`config.mk`:
```
export PLATFORM = sky130hd
export DESIGN_NAME = ne16_normquant_bias_ctrl
export DESIGN_NICKNAME = d
export VERILOG_FILES = /design/src/rtl/ne16_normquant_bias_ctrl.sv
export SDC_FILE = /design/constraint.sdc
export NUM_CORES = 1
export LEC_CHECK = 0
export CORE_AREA = 8 8 257 259
export CTS_CLUSTER_DIAMETER = 30
export DETAILED_ROUTE_END_ITERATION = 6
export DIE_AREA = 0 0 265 267
export GPL_ROUTABILITY_DRIVEN = 0
export PLACE_DENSITY_LB_ADDON = 0.1
export SLEW_MARGIN = 20
export SYNTH_ARGS = -nofsm -noshare
export SYNTH_HDL_FRONTEND = slang
export SYNTH_SLANG_ARGS = --single-unit
```
`constraint.sdc`:
```
create_clock -name clk_i -period 2.25 [get_ports clk_i]
set_input_delay 0.225 -clock clk_i [delete_from_list [all_inputs] [get_ports clk_i]]
set_output_delay 0.225 -clock clk_i [all_outputs]
set_load 0.05 [all_outputs]
```
`src/rtl/ne16_normquant_bias_ctrl.sv`:
```
// Normquant bias/shift sequencer: walks a tile's output channels in NADD-wide chunks,
// pairing one parameter beat and one accumulator-bank read with each presented chunk.
module ne16_normquant_bias_ctrl #(
    parameter int NADD            = 8,
    parameter int ACC             = 32,
    parameter int NACC            = 32,
    parameter int OUTPUT_REGISTER = 0,
    localparam int CW             = $clog2(NACC + 1),
    localparam int NCHUNK_MAX     = (NACC + NADD - 1) / NADD,
    localparam int IW             = (NCHUNK_MAX > 1) ? $clog2(NCHUNK_MAX) : 1
) (
    input  logic                  clk_i,
    input  logic                  rst_ni,
    input  logic                  clear_i,
    input  logic                  start_i,
    input  logic [CW-1:0]         nb_chan_i,
    output logic                  busy_o,
    output logic                  done_o,
    input  logic                  param_valid_i,
    output logic                  param_ready_o,
    input  logic [NADD*ACC-1:0]   param_bias_i,
    input  logic [NADD*8-1:0]     param_shift_i,
    output logic [NADD*ACC-1:0]   norm_bias_o,
    output logic [NADD*8-1:0]     shift_o,
    output logic                  dp_clear_o,
    output logic                  acc_rd_o,
    output logic [IW-1:0]         acc_idx_o,
    output logic                  out_valid_o,
    input  logic                  out_ready_i,
    output logic [NADD-1:0]       out_mask_o,
    output logic                  out_last_o
);

    typedef enum logic [2:0] {
        IDLE,
        LOAD,
        ISSUE,
        WAIT,
        OUT,
        DONE
    } state_t;

    state_t state_q, state_d;

    logic [IW-1:0]       chunk_idx_q;
    logic [IW-1:0]       last_idx_q;
    logic [NADD-1:0]     last_mask_q;
    logic [NADD*ACC-1:0] norm_bias_q;
    logic [NADD*8-1:0]   shift_q;

    logic [IW-1:0]       start_last_idx;
    logic [NADD-1:0]     start_mask;
    logic [31:0]         start_rem;

    logic start_acc;
    logic param_hs;
    logic out_hs;
    logic is_last;

    assign start_acc = (state_q == IDLE) && start_i;
    assign param_hs  = (state_q == LOAD) && param_valid_i;
    assign out_hs    = (state_q == OUT) && out_ready_i;
    assign is_last   = (chunk_idx_q == last_idx_q);

    // Last-chunk index and lane mask are derived once at start so the OUT path stays shallow.
    always_comb begin
        start_last_idx = IW'((32'(nb_chan_i) - 32'd1) / 32'(NADD));
        start_rem      = 32'(nb_chan_i) - 32'(start_last_idx) * 32'(NADD);
        start_mask     = '0;
        for (int l = 0; l < NADD; l++) begin
            start_mask[l] = (32'(l) < start_rem);
        end
    end

    always_comb begin
        state_d = state_q;
        if (clear_i) begin
            state_d = IDLE;
        end else begin
            case (state_q)
                IDLE:    if (start_i) state_d = (nb_chan_i != '0) ? LOAD : DONE;
                LOAD:    if (param_valid_i) state_d = ISSUE;
                ISSUE:   state_d = (OUTPUT_REGISTER != 0) ? WAIT : OUT;
                WAIT:    state_d = OUT;
                OUT:     if (out_ready_i) state_d = is_last ? DONE : LOAD;
                DONE:    state_d = IDLE;
                default: state_d = IDLE;
            endcase
        end
    end

    always_ff @(posedge clk_i or negedge rst_ni) begin
        if (!rst_ni) begin
            state_q <= IDLE;
        end else begin
            state_q <= state_d;
        end
    end

    always_ff @(posedge clk_i or negedge rst_ni) begin
        if (!rst_ni) begin
            chunk_idx_q <= '0;
            last_idx_q  <= '0;
            last_mask_q <= '0;
        end else if (clear_i) begin
            chunk_idx_q <= '0;
        end else if (start_acc) begin
            chunk_idx_q <= '0;
            last_idx_q  <= start_last_idx;
            last_mask_q <= start_mask;
        end else if (out_hs && !is_last) begin
            chunk_idx_q <= chunk_idx_q + IW'(1);
        end
    end

    // Operands stay put between accepted beats; clear wipes them so a new tile starts clean.
    always_ff @(posedge clk_i or negedge rst_ni) begin
        if (!rst_ni) begin
            norm_bias_q <= '0;
            shift_q     <= '0;
        end else if (clear_i) begin
            norm_bias_q <= '0;
            shift_q     <= '0;
        end else if (param_hs) begin
            norm_bias_q <= param_bias_i;
            shift_q     <= param_shift_i;
        end
    end

    assign busy_o        = (state_q != IDLE);
    assign done_o        = (state_q == DONE);
    assign param_ready_o = (state_q == LOAD);
    assign norm_bias_o   = norm_bias_q;
    assign shift_o       = shift_q;
    assign dp_clear_o    = clear_i || start_acc;
    assign acc_rd_o      = (state_q == ISSUE);
    assign acc_idx_o     = chunk_idx_q;
    assign out_valid_o   = (state_q == OUT);
    assign out_last_o    = out_valid_o && is_last;
    assign out_mask_o    = out_valid_o ? (is_last ? last_mask_q : '1) : '0;

endmodule

```
### Word level (Yosys, flattened, before mapping)

Cells that the tools add are included.

* register bits after elaboration: 335
* output and inout bits: 337

* add/sub/neg operators: 3
* $lt $le $gt $ge: 8
* eq/ne operators: 9
* multiplexer cells: 16
* bitwise logic cells: 1
* reductions and logical operators: 15

Operators with widths (count)
* 256-bit 2-to-1 mux: 2
* 3-bit by 32-bit less-than comparator with 1-bit output (first input constant): 4
* 64-bit 2-to-1 mux: 2
* 1-bit by 32-bit less-than comparator with 1-bit output (first input constant): 2
* 2-bit by 32-bit less-than comparator with 1-bit output (first input constant): 2
* 3-bit 2-to-1 mux: 6
* 8-bit 2-to-1 mux: 2
* 3-bit one-hot mux with 4 select lines: 1
* 6-bit by 5-bit subtractor with 7-bit output: 1
* 3-bit by 2-bit equality test with 1-bit output (second input constant): 2
* 3-bit equality test (second input constant): 2
* 2-bit 2-to-1 mux: 3
* 3-bit != test (second input constant): 2
* 3-bit nonzero test: 2
* 6-bit nonzero test: 1
* 1-bit logical AND: 5
* 5-bit by 1-bit subtractor with 5-bit output (second input constant): 1
* 3-bit by 1-bit equality test with 1-bit output (second input constant): 1
* 3-bit logical NOT: 1
* 3-bit by 2-bit != test with 1-bit output (second input constant): 1
* 3-bit AND reduction: 1
* 2-bit by 1-bit adder with 2-bit output (second input constant): 1
* 2-bit equality test: 1
* 2-bit AND reduction: 1
* 5 further kinds: 5

### Longest topological paths before layout

* depth in word-level cells: 6
* depth in mapped cells: 7
* mapped depth without buffers: 6

### Worst setup path before layout

OpenSTA, ideal clock, no wires.

* kind: flip-flop to output port
* from: register chunk_idx_q[0], in the netlist acc_idx_o[0]
* to: output port out_mask_o[0]
* arrival: 2002 ps
* required time: 2025 ps
* path slack: 23 ps
* cell stages (with the launch flop): 6
* buffers on the path: 1
* cell sequence: dfrtp_1 xor2_1 or2_2 clkbuf_1 nor2_1 nor2_1

* longest elaborated chain between the ends: 3

RTL lines
* from (decl): RTL line 45 `logic [IW-1:0] chunk_idx_q;`
* from (signal assigned): RTL line 112 `chunk_idx_q <= chunk_idx_q + IW'(1);`
* 2-bit equality test: RTL line 63 `assign is_last = (chunk_idx_q == last_idx_q);`
* 8-bit 2-to-1 mux (2 in a row): RTL line 140 `assign out_mask_o = out_valid_o ? (is_last ? last_mask_q : '1) : '0;`
* to (decl): RTL line 30 `output logic [NADD-1:0] out_mask_o,`

No other way between the ends.

### Worst setup path in the final report

* from: register norm_bias_q[92], in the netlist norm_bias_o[92]
* to: output port norm_bias_o[92]

RTL lines
* from (decl): RTL line 48 `logic [NADD*ACC-1:0] norm_bias_q;`
* from (signal assigned): RTL line 125 `norm_bias_q <= param_bias_i;`
* to (decl): RTL line 23 `output logic [NADD*ACC-1:0] norm_bias_o,`

No word-level cell between the ends.

==> key figures <==
Timing
  – TNS Setup: 0 ps
  – Clock Skew: 28.86 ps
  – Max Clock Freq: between 400 and 500 MHz
  – RSZ-0062 raised after global routing: no
  – Tcrit/Tclk final: 93.66%
  – # setup viols final: 0
  – Max Slew Vio Count: 0
  – Slew @ Worst Pin: roughly 660 ps
  – Final Hold Fails: 0
  – Relative slew slack: a little under three fifths
  – Final worst slack: 142.5 ps
  – Fin crit period: between 2000 and 2500 ps

Floorplanning
  – Chip width: 265 um
  – Die ar.: ~71000 sq um
  – Core area: 62160 sq um
  – Die Y-Extent: 267 um
  – Starting density of the core: 19.49%
  – FP Rows: 92
  – IO Pins: 669

Drt
  – WL per Instance: 23.04 um
  – Via-per-instance ratio: 4.301
  – Routed vias: between 10000 and 15000
  – DRC viols: 0
  – Initial drt markers: 513
  – Drt first pass iters: 4
  – DRT antenna net count: 0
  – Drt total wl: 56470 um

Power and ir drop
  – Flop pwr share: between 20 and 30%
  – VDD IR max: 549.2 uV
  – Pleak: 10.40 nW
  – Clock power frac: 60.4%
  – Cell area power density: 996.0 nW/um^2
  – Pint: 17.67 mW
  – Combinational fraction of design power: 12.1%
  – Sw Share: between 20% and 30%
  – P_sw: 5.762 mW

Job
  – MaxCap Viol Count: 0

Setup path
  – CP startpoint kind: flop
  – Critical Path End Type: primary output
  – Biggest cell delay along the critical path: approximately 920 ps
  – WP data required: 2030 ps
  – Setup Crit Path Kind: flop to primary output
  – Reg2Reg Setup Slack: between 200 and 300 ps
  – Critical path buffer and inverter count: 1
  – CP top delay family: buffers and inverters
  – R2R Path End: norm_bias_o[106]
  – Worst R2R Start: state_q[1]
  – R2R cell count: 6
  – Slowest cell on crit path: clkdlybuf4s50_1
  – Critical path arrival: 1880 ps
  – Critical-path maximum fanout: 2
  – Crit-path cells: clkdlybuf4s50_1

Clocking
  – CTS buffer count: 97
  – TritonCTS clock tree: done
  – CTS clk-pin slew, worst paths: 40 ps
  – Worst-Skew Late Latency: roughly 610 ps
  – Sink Count: 335
  – Root Driver: clkbuf_16
  – H-tree depth: 3
  – Clock buffer depth: 3

Synthesis
  – Post-synth ARST share: 100.0%
  – Synth Warn #: 0
  – Library cells used by synthesis: 30
  – Number of synthesized flops with an enable pin: 0
  – Synthesized cell area: 12120 sq um
  – Ys flop type: dfrtp_1
  – Syn_area_per_cell: around 15 sq um
  – FF+latch count, synth: 335
  – Mapped Nets: ~1200
  – Mapped Cells: ~820
  – Sequential share of the synthesized area: 69.19%

Placed design
  – Dpl ws: -229.6 ps
  – PortBufs: 668
  – Placed Cells: approximately 2300
  – Hpwl dp: 41760 um

Final layout
  – Final cell count without fillers: 2451
  – Share of layout cells above drive strength 1: 14.62%
  – Area Overhead vs Synth: 94.16%
  – Fin nets: 1901

GRT
  – Largest net degree at the start of global routing: 59
  – Overflow after GRT: 0
  – First-pass GRT wire length: between 80000 and 90000 um
  – Number of global-route vias before repair: 11610
  – Antenna violations before repair: 17
  – Total GRT Usage: 15.39%

Worst hold path
  – Min-Delay Path Class: input port to asynchronous set/reset pin

Status
  – Status: finished, final reports clean
[cell type report]
type                    instances  area, sq um
clock inverters                46        693.2
well taps                     799        999.7
fillers                      5981        38630
repair buffers                725         7356
flip-flops and latches        335         8383
inverters                       4        15.01
multi-input cells             404         3347
clock buffers                 128         2706
diodes                         10        25.02
[repair_timing]
action                                  CTS  global route
gates resized for setup                   3             4
endpoints found under the setup margin   11             5
pin swaps                                 0             1
hold buffers                              1             0
endpoints found under the hold margin    45             0
buffers inserted                          0             0
[worst register-to-register path: stages, from the launching register on]
cell and delay (ps):
dfrtp_1 440, nor3b_2 370, nand2_1 150, nor2_4 170, buf_12 300, buf_12 290
a22o_1 180
[kinds of logic (layout without fill, tap and decap cells)]
group | after synthesis | after routing | synth area share (%)
fa+ha+maj | 2 | 2 | 0.2065
mux | 4 | 4 | 0.3511
xor+xnor | 8 | 8 | 0.5783
compound gates | 338 | 338 | 24.02
flops | 335 | 335 | 69.19
other cells | 0 | 10 | 0
simple gates | 52 | 52 | 2.303
buf+inv | 78 | 903 | 3.356
[power groups by stage]
stage,clock network (mW),logic (mW),registers (mW)
CTS,14.5,2.88,6.45
floorplan,0,0.511,7.30
finish,14.2,2.83,6.45
detailed placement,0,2.87,6.52
global route,14.9,2.98,6.48
global placement,0,2.87,6.53
[sequential cells by signal, summed over array words and instances, names as in the netlist]
name	cells
acc_idx_o	2
last_idx_q	2
last_mask_q	8
norm_bias_o	256
shift_o	64
state_q	3
[through the flow]
step                total power [mW]  hold slack, ps  instance area (sq um)  util [%]
finish                         23.43           152.4                  23530     37.85
global route                   24.33           178.4                  23520     37.83
CTS                            23.82           147.1                  23490     37.80
detailed placement             9.392           244.7                  20080     32.31
global placement               9.401           240.1                  20080     32.31
floorplan                      7.815          -70.59                  12120         -
[metal layers]
metal | part of all wire [%] | up-vias | track usage, %
met5 | 0.14 | - | 0
met4 | 2.6 | 12 | 6.585
met3 | 12 | 99 | 8.290
met2 | 49 | 501 | 25.15
met1 | 37 | 5255 | 16.49
li1 | - | 4675 | -
[worst max-delay path by stage]
stage                          startpoint         endpoint  slack (ps)  cells after the start
after floorplan              acc_idx_o[0]    out_mask_o[0]          20                      5
after global placement       nb_chan_i[1]   last_mask_q[2]        -210                      8
after detailed placement     nb_chan_i[1]   last_mask_q[2]        -230                      8
after CTS                   last_idx_q[1]    out_mask_o[6]          50                      5
after global routing        last_idx_q[1]    out_mask_o[1]          10                      5
final                     norm_bias_o[92]  norm_bias_o[92]         140                      1
[cell usage after synthesis, types with 2 or more instances]
| master | instances | share of area, % |
|---|---|---|
| nor3_1 | 4 | 0.17 |
| o21ai_0 | 2 | 0.083 |
| inv_1 | 4 | 0.12 |
| and3b_1 | 2 | 0.14 |
| nor2_1 | 33 | 1.0 |
| clkbuf_1 | 7 | 0.22 |
| nand2_1 | 4 | 0.12 |
| buf_2 | 55 | 2.3 |
| dfrtp_1 | 335 | 69 |
| a31oi_1 | 2 | 0.10 |
| buf_4 | 12 | 0.74 |
| xnor2_1 | 2 | 0.14 |
| a22o_1 | 320 | 23 |
| ha_1 | 2 | 0.21 |
| a21o_1 | 2 | 0.12 |
| or2_2 | 2 | 0.10 |
| a21oi_1 | 9 | 0.37 |
| mux2_2 | 2 | 0.19 |
| mux2i_1 | 2 | 0.17 |
| xor2_1 | 6 | 0.43 |
[layout by cell type (no fill, tap or decap), types with 9 or more instances in the layout]
cell,netlist,final
a21oi_1,9,9
a22o_1,320,320
buf_12,0,22
buf_4,12,48
bufinv_16,0,16
clkbuf_1,7,17
clkbuf_16,0,99
clkbuf_8,0,12
clkdlybuf4s50_1,0,651
clkinv_2,0,23
dfrtp_1,335,335
diode_2,0,10
nor2_1,33,33
(Power assumes the default switching activity.)
==> RTL edit 1 (same settings) <==
Reset style: synchronous (`rst_ni`), changed in 3 clocked blocks.
--- a/src/rtl/ne16_normquant_bias_ctrl.sv
+++ b/src/rtl/ne16_normquant_bias_ctrl.sv
@@ -91,3 +91,3 @@
 
-    always_ff @(posedge clk_i or negedge rst_ni) begin
+    always_ff @(posedge clk_i) begin
         if (!rst_ni) begin
@@ -99,3 +99,3 @@
 
-    always_ff @(posedge clk_i or negedge rst_ni) begin
+    always_ff @(posedge clk_i) begin
         if (!rst_ni) begin
@@ -116,3 +116,3 @@
     // Operands stay put between accepted beats; clear wipes them so a new tile starts clean.
-    always_ff @(posedge clk_i or negedge rst_ni) begin
+    always_ff @(posedge clk_i) begin
         if (!rst_ni) begin
Function: differs if rst_ni is asserted again (counterexample within 4 cycles, from zero or initial values and one cycle with rst_ni low); with rst_ni held inactive, the same outputs for 4 cycles.
==> RTL edit 1 against the original RTL <==
Total power down 2.9%. Via count up 22%. Die area unchanged. Synthesized area down 2.8%. Worst hold slack worse by 0.025 ns. Sequential cell count did not move. Setup slack got worse by 0.070 ns. Routed wire length up 5.7%. Design area up 0.46%. Clock power increased by 7%. Largest power group unchanged. Highest routed layer is now met4.
==> RTL edit 1: results (changes against the original RTL) <==
Min path
  • HP Start: param_bias_i[255]
  • Hold path cells: 3
  • Min-Delay Path Class: in -> reg

Power and ir drop
  • Max VDD drop: 0.586 mV (+6.8%)
  • Switching share of total power: 22.3% (-2.3 points)
  • Lkg Pwr: 8.26 nW (-21%)

Clock tree
  • CTS Root Cell: clkbuf_16
  • CTS max path bufs: 3 (unchanged)
  • Clk_lat worst skew: 0.65 ns (+0.04 ns)
  • H-Tree Level Count: 3 (unchanged)
  • Cts bufs inserted: 112 (+15%)
  • Reg clk slew, reported paths: 0.04 ns (about the same)

GRT
  • Largest net degree at the start of global routing: 60 (+1.7%)
  • Initial antenna violation count: 6 (-11)
  • Vias in the first global route: 13400 (+16%)
  • Grt met3 use: 8.22% (-0.074 points)
  • All-layer global routing usage: 16.1% (+0.67 points)
  • Met1 GRT Util: 16.7% (+0.20 points)
  • First-pass GRT wire length: 87100 um (+6.5%)
  • Met2 Resource Use GR: 27.7% (+2.5 points)

Logic synthesis
  • Yosys warns: 0 (unchanged)
  • Mapped Avg Cell Area: 7.82 um2 (-47%)
  • Synth Net Count: 1840 (+60%)
  • Top cell types by occurrence after synthesis: nand2_1 (647), dfxtp_1 (335), a21oi_1 (325)
  • Post-synthesis async set-or-reset flop share: 0% (-100 points)
  • Sequential share of the synthesized area: 57.0% (-12 points)
  • Largest cells by area after synthesis: dfxtp_1 (57%), nand2_1 (21%), a21oi_1 (14%), clkbuf_1 (2.0%), buf_2 (1.7%)
  • Synth unique cells: 38 (+27%)

Critical path
  • Worst R2R Path Depth: 4 (-2)
  • R2R Path Start: state_q[2]
  • CP startpoint: norm_bias_o[247]
  • Largest stage delay on the critical path: 0.99 ns (+0.07 ns)
  • CP delay by family, top: buffers and inverters
  • CP max-delay cell: clkdlybuf4s50_1
  • CP max FO: 2 (unchanged)

Placement
  • Placed instance count: 2910 (+28%)
  • Post-DP HPWL: 44600 um (+6.8%)
  • Number of port buffers: 668 (unchanged)

STA
  • Final Skew: 0.0557 ns (+0.0269 ns)
  • Worst slew margin: 49.0% (-7.2 points)

Layout
  • Max reg flops: 256 (unchanged)
  • Share of layout cells above drive strength 1: 11.6% (-3.0 points)
  • Nets: 2561 (+35%)

Routing
  • WL final: 59700 um (+5.7%)
  • Vias per cell: 4.13 (-4.0%)
  • Initial drt markers: 525 (+2.3%)
  • Routed Antenna Nets: 0 (unchanged)
  • Drt wl/cell: 19.1 um (-17%)
  • Drt first pass iters: 6 (+2)

Run status
  • Outcome: complete, no violations
RTL edit 1: final timing paths:
check	endpoint	slack (ns)
setup / recovery	norm_bias_o[247]	0.07
hold / removal	norm_bias_o[255]	0.13
setup reg to reg	last_mask_q[5]	0.34
hold reg to reg	norm_bias_o[2]	0.45
RTL edit 1: power groups by stage:
stage	registers, mW	logic, mW	clock network, mW
floorplan	6.35	0.356	0
global placement	6.16	1.47	0
detailed placement	6.17	1.47	0
CTS	6.07	1.48	15.6
global route	6.07	1.56	16.0
finish	6.07	1.46	15.2
RTL edit 1: what timing repair did:
action | in CTS | in global routing
setup endpoints to repair | 12 | 9
pin swaps | 2 | 0
gates resized for setup | 6 | 4
setup buffers | 3 | 0
endpoints found under the hold margin | 0 | 0
RTL edit 1: cells by family after synthesis:
family                     Yosys count  synth area share [%]
AOI/OAI and AO/OA                  352                  15.4
xor gates and xnor gates             6                 0.446
adders and majority gates            2                 0.212
buffers and inverters              120                  4.25
DFF                                335                  57.0
muxes                                2                 0.170
and+or+nand+nor                    689                  22.6
RTL edit 1: per-stage QoR:
step	area [um2]	setup WS [ns]	total power [mW]	setup TNS, ns
after global placement	19700	-0.182	7.63	-1.16
after floorplan	11800	0.0151	6.70	0
after detailed placement	19700	-0.175	7.64	-1.12
after CTS	23600	0.000120	23.1	0
final	23600	0.0725	22.8	0
after global routing	23600	0.0173	23.6	0
RTL edit 1: layout make-up:
cell class,instances,area (um2)
timing repair buffer,721,7450
fill,6312,38500
tap,799,1000
clock inverter,40,492
inverter,6,22.5
multi-input combinational,1051,4610
antenna,8,20.0
sequential,335,6710
clock buffer,164,3330
RTL edit 1: layer usage:
layer,part of all wire (%),vias up
met5,0,-
met3,11,92
met2,49,482
met1,37,5969
met4,2.6,0
li1,-,6352
==> RTL edit 2 (same flow settings) <==
Made on the original files. Change the parameter `NACC` from 32 to 16.
--- a/src/rtl/ne16_normquant_bias_ctrl.sv
+++ b/src/rtl/ne16_normquant_bias_ctrl.sv
@@ -5,3 +5,3 @@
     parameter int ACC             = 32,
-    parameter int NACC            = 32,
+    parameter int NACC            = 16,
     parameter int OUTPUT_REGISTER = 0,
Interface: changed (resized acc_idx_o and nb_chan_i); port bits go from 669 to 667. The function was not compared with the original's and may differ.
==> RTL edit 2 against the original RTL <==
Total power is 0.57% higher. Critical endpoint is now norm_bias_o[114]. Clock skew increased by 0.0032 ns. Synthesized area shrank 1.2%. Synthesized cell count is 1.8% lower. Setup slack worse by 0.047 ns. Sequential cell count shrank 2. Die area is the same. Utilization rose by 0.099 points. Design area grew 0.26%. Routed wire length grew 2.9%. Register-to-register slack improved by 0.15 ns.
==> RTL edit 2: results (changes against the original RTL) <==
Run status
  • Outcome: complete, no violations

Critical path
  • Reg2Reg Capture Point: norm_bias_o[167]
  • Critical Path End: norm_bias_o[114]
  • CP startpoint: norm_bias_o[114]
  • R2R Path Start: state_q[0]
  • Largest stage delay on the critical path: 0.95 ns (+0.03 ns)
  • Flop-to-flop setup slack: 0.42 ns (+0.15 ns)
  • CP max-delay cell: clkdlybuf4s50_1
  • CP delay by family, top: buffers and inverters

Power and ir drop
  • Lkg Pwr: 10.4 nW (-0.28%)
  • Max VDD drop: 0.561 mV (+2.1%)
  • PD cells: 999 nW/um2 (+0.31%)

Routing
  • Metal3 WL: 6040 um (-11%)
  • Met2 wire length: 28600 um (+4.5%)
  • Initial drt markers: 491 (-4.3%)
  • M1 wire length: 21800 um (+5.5%)
  • Vias per cell: 4.28 (-0.49%)
  • Via Count: 10400 (-1.1%)
  • Drt wl/cell: 23.9 um (+3.6%)

GRT
  • Met2 Resource Use GR: 26.1% (+0.90 points)
  • Grt met3 use: 7.65% (-0.64 points)
  • Largest net degree at the start of global routing: 66 (+12%)
  • Vias in the first global route: 11400 (-1.5%)
  • Initial antenna violation count: 17 (unchanged)
  • All-layer global routing usage: 15.8% (+0.42 points)
  • Met1 GRT Util: 17.5% (+0.97 points)
  • First-pass GRT wire length: 83100 um (+1.6%)

Clock tree
  • Reg clk slew, reported paths: 0.04 ns (about the same)
  • CTS Root Cell: clkbuf_16
  • H-Tree Level Count: 3 (unchanged)
  • Clk_lat worst skew: 0.62 ns
  • CTS tree: built
  • CTS max path bufs: 3 (unchanged)
  • Cts bufs inserted: 101 (+4.1%)

Logic synthesis
  • Synth Net Count: 1135 (-1.4%)
  • Synth unique cells: 34 (+13%)
  • Sequential share of the synthesized area: 69.6% (+0.41 points)
  • Largest cells by area after synthesis: dfrtp_1 (70%), a22o_1 (23%), buf_2 (2.8%), nor2_1 (0.69%), o22a_1 (0.29%)
  • Top cell types by occurrence after synthesis: dfrtp_1 (333), a22o_1 (320), buf_2 (66)
  • Yosys warns: 0 (unchanged)
  • Cell count after synthesis: 802 (-1.8%)
  • Post-synthesis async set-or-reset flop share: 100% (unchanged)
  • Number of synthesized flops with an enable pin: 0 (unchanged)

Placement
  • Number of port buffers: 666 (-0.30%)
  • Post-DP HPWL: 43400 um (+3.9%)
  • Placed instance count: 2237 (-1.3%)
  • Post-place setup slack: -0.0466 ns (+0.183 ns)
  • Area after DPL: 20000 um2 (-0.47%)

Layout
  • Nets: 1881 (-1.1%)
  • Fillcell total: 5961 (-0.33%)
  • Max reg flops: 256 (unchanged)
  • Share of layout cells above drive strength 1: 16.1% (+1.5 points)

STA
  • Min Hold Slack: 0.139 ns (-0.0134 ns)
  • Max Freq: 464 MHz (-2.2%)
  • Worst slew margin: 50.6% (-5.6 points)
  • Final Skew: 0.0321 ns (+0.00322 ns)
-- RTL edit 2: what timing repair did --
action / CTS / global route
hold buffers: 1 / 0
gates resized for setup: 4 / 1
pin swaps: 1 / 0
setup buffers: 2 / 3
cloned: 1 / 0
hold endpoints to repair: 301 / 0
setup endpoints to repair: 10 / 8
-- RTL edit 2: cell families after synthesis --
family	count (synthesis)	synth area share (%)
AOI/OAI and AO/OA	337	24.5
xor gates and xnor gates	2	0.146
adders and majority gates	2	0.209
buffers and inverters	80	3.23
DFF	333	69.6
muxes	4	0.366
and+or+nand+nor	44	1.93
-- RTL edit 2: final cells by class --
cell class,count,area share [%]
timing repair inverter,1,0.0371
timing repair buffer,717,31.2
inverter,5,0.101
multi-input combinational,389,14.1
tap,799,4.24
antenna,9,0.0955
clock buffer,144,12.5
clock inverter,38,2.38
sequential,333,35.3
-- RTL edit 2: power breakdown --
group	internal [mW]	total [mW]	switching [mW]
clock network	10.2	14.4	4.11
logic	1.20	2.80	1.60
registers	6.27	6.41	0.146
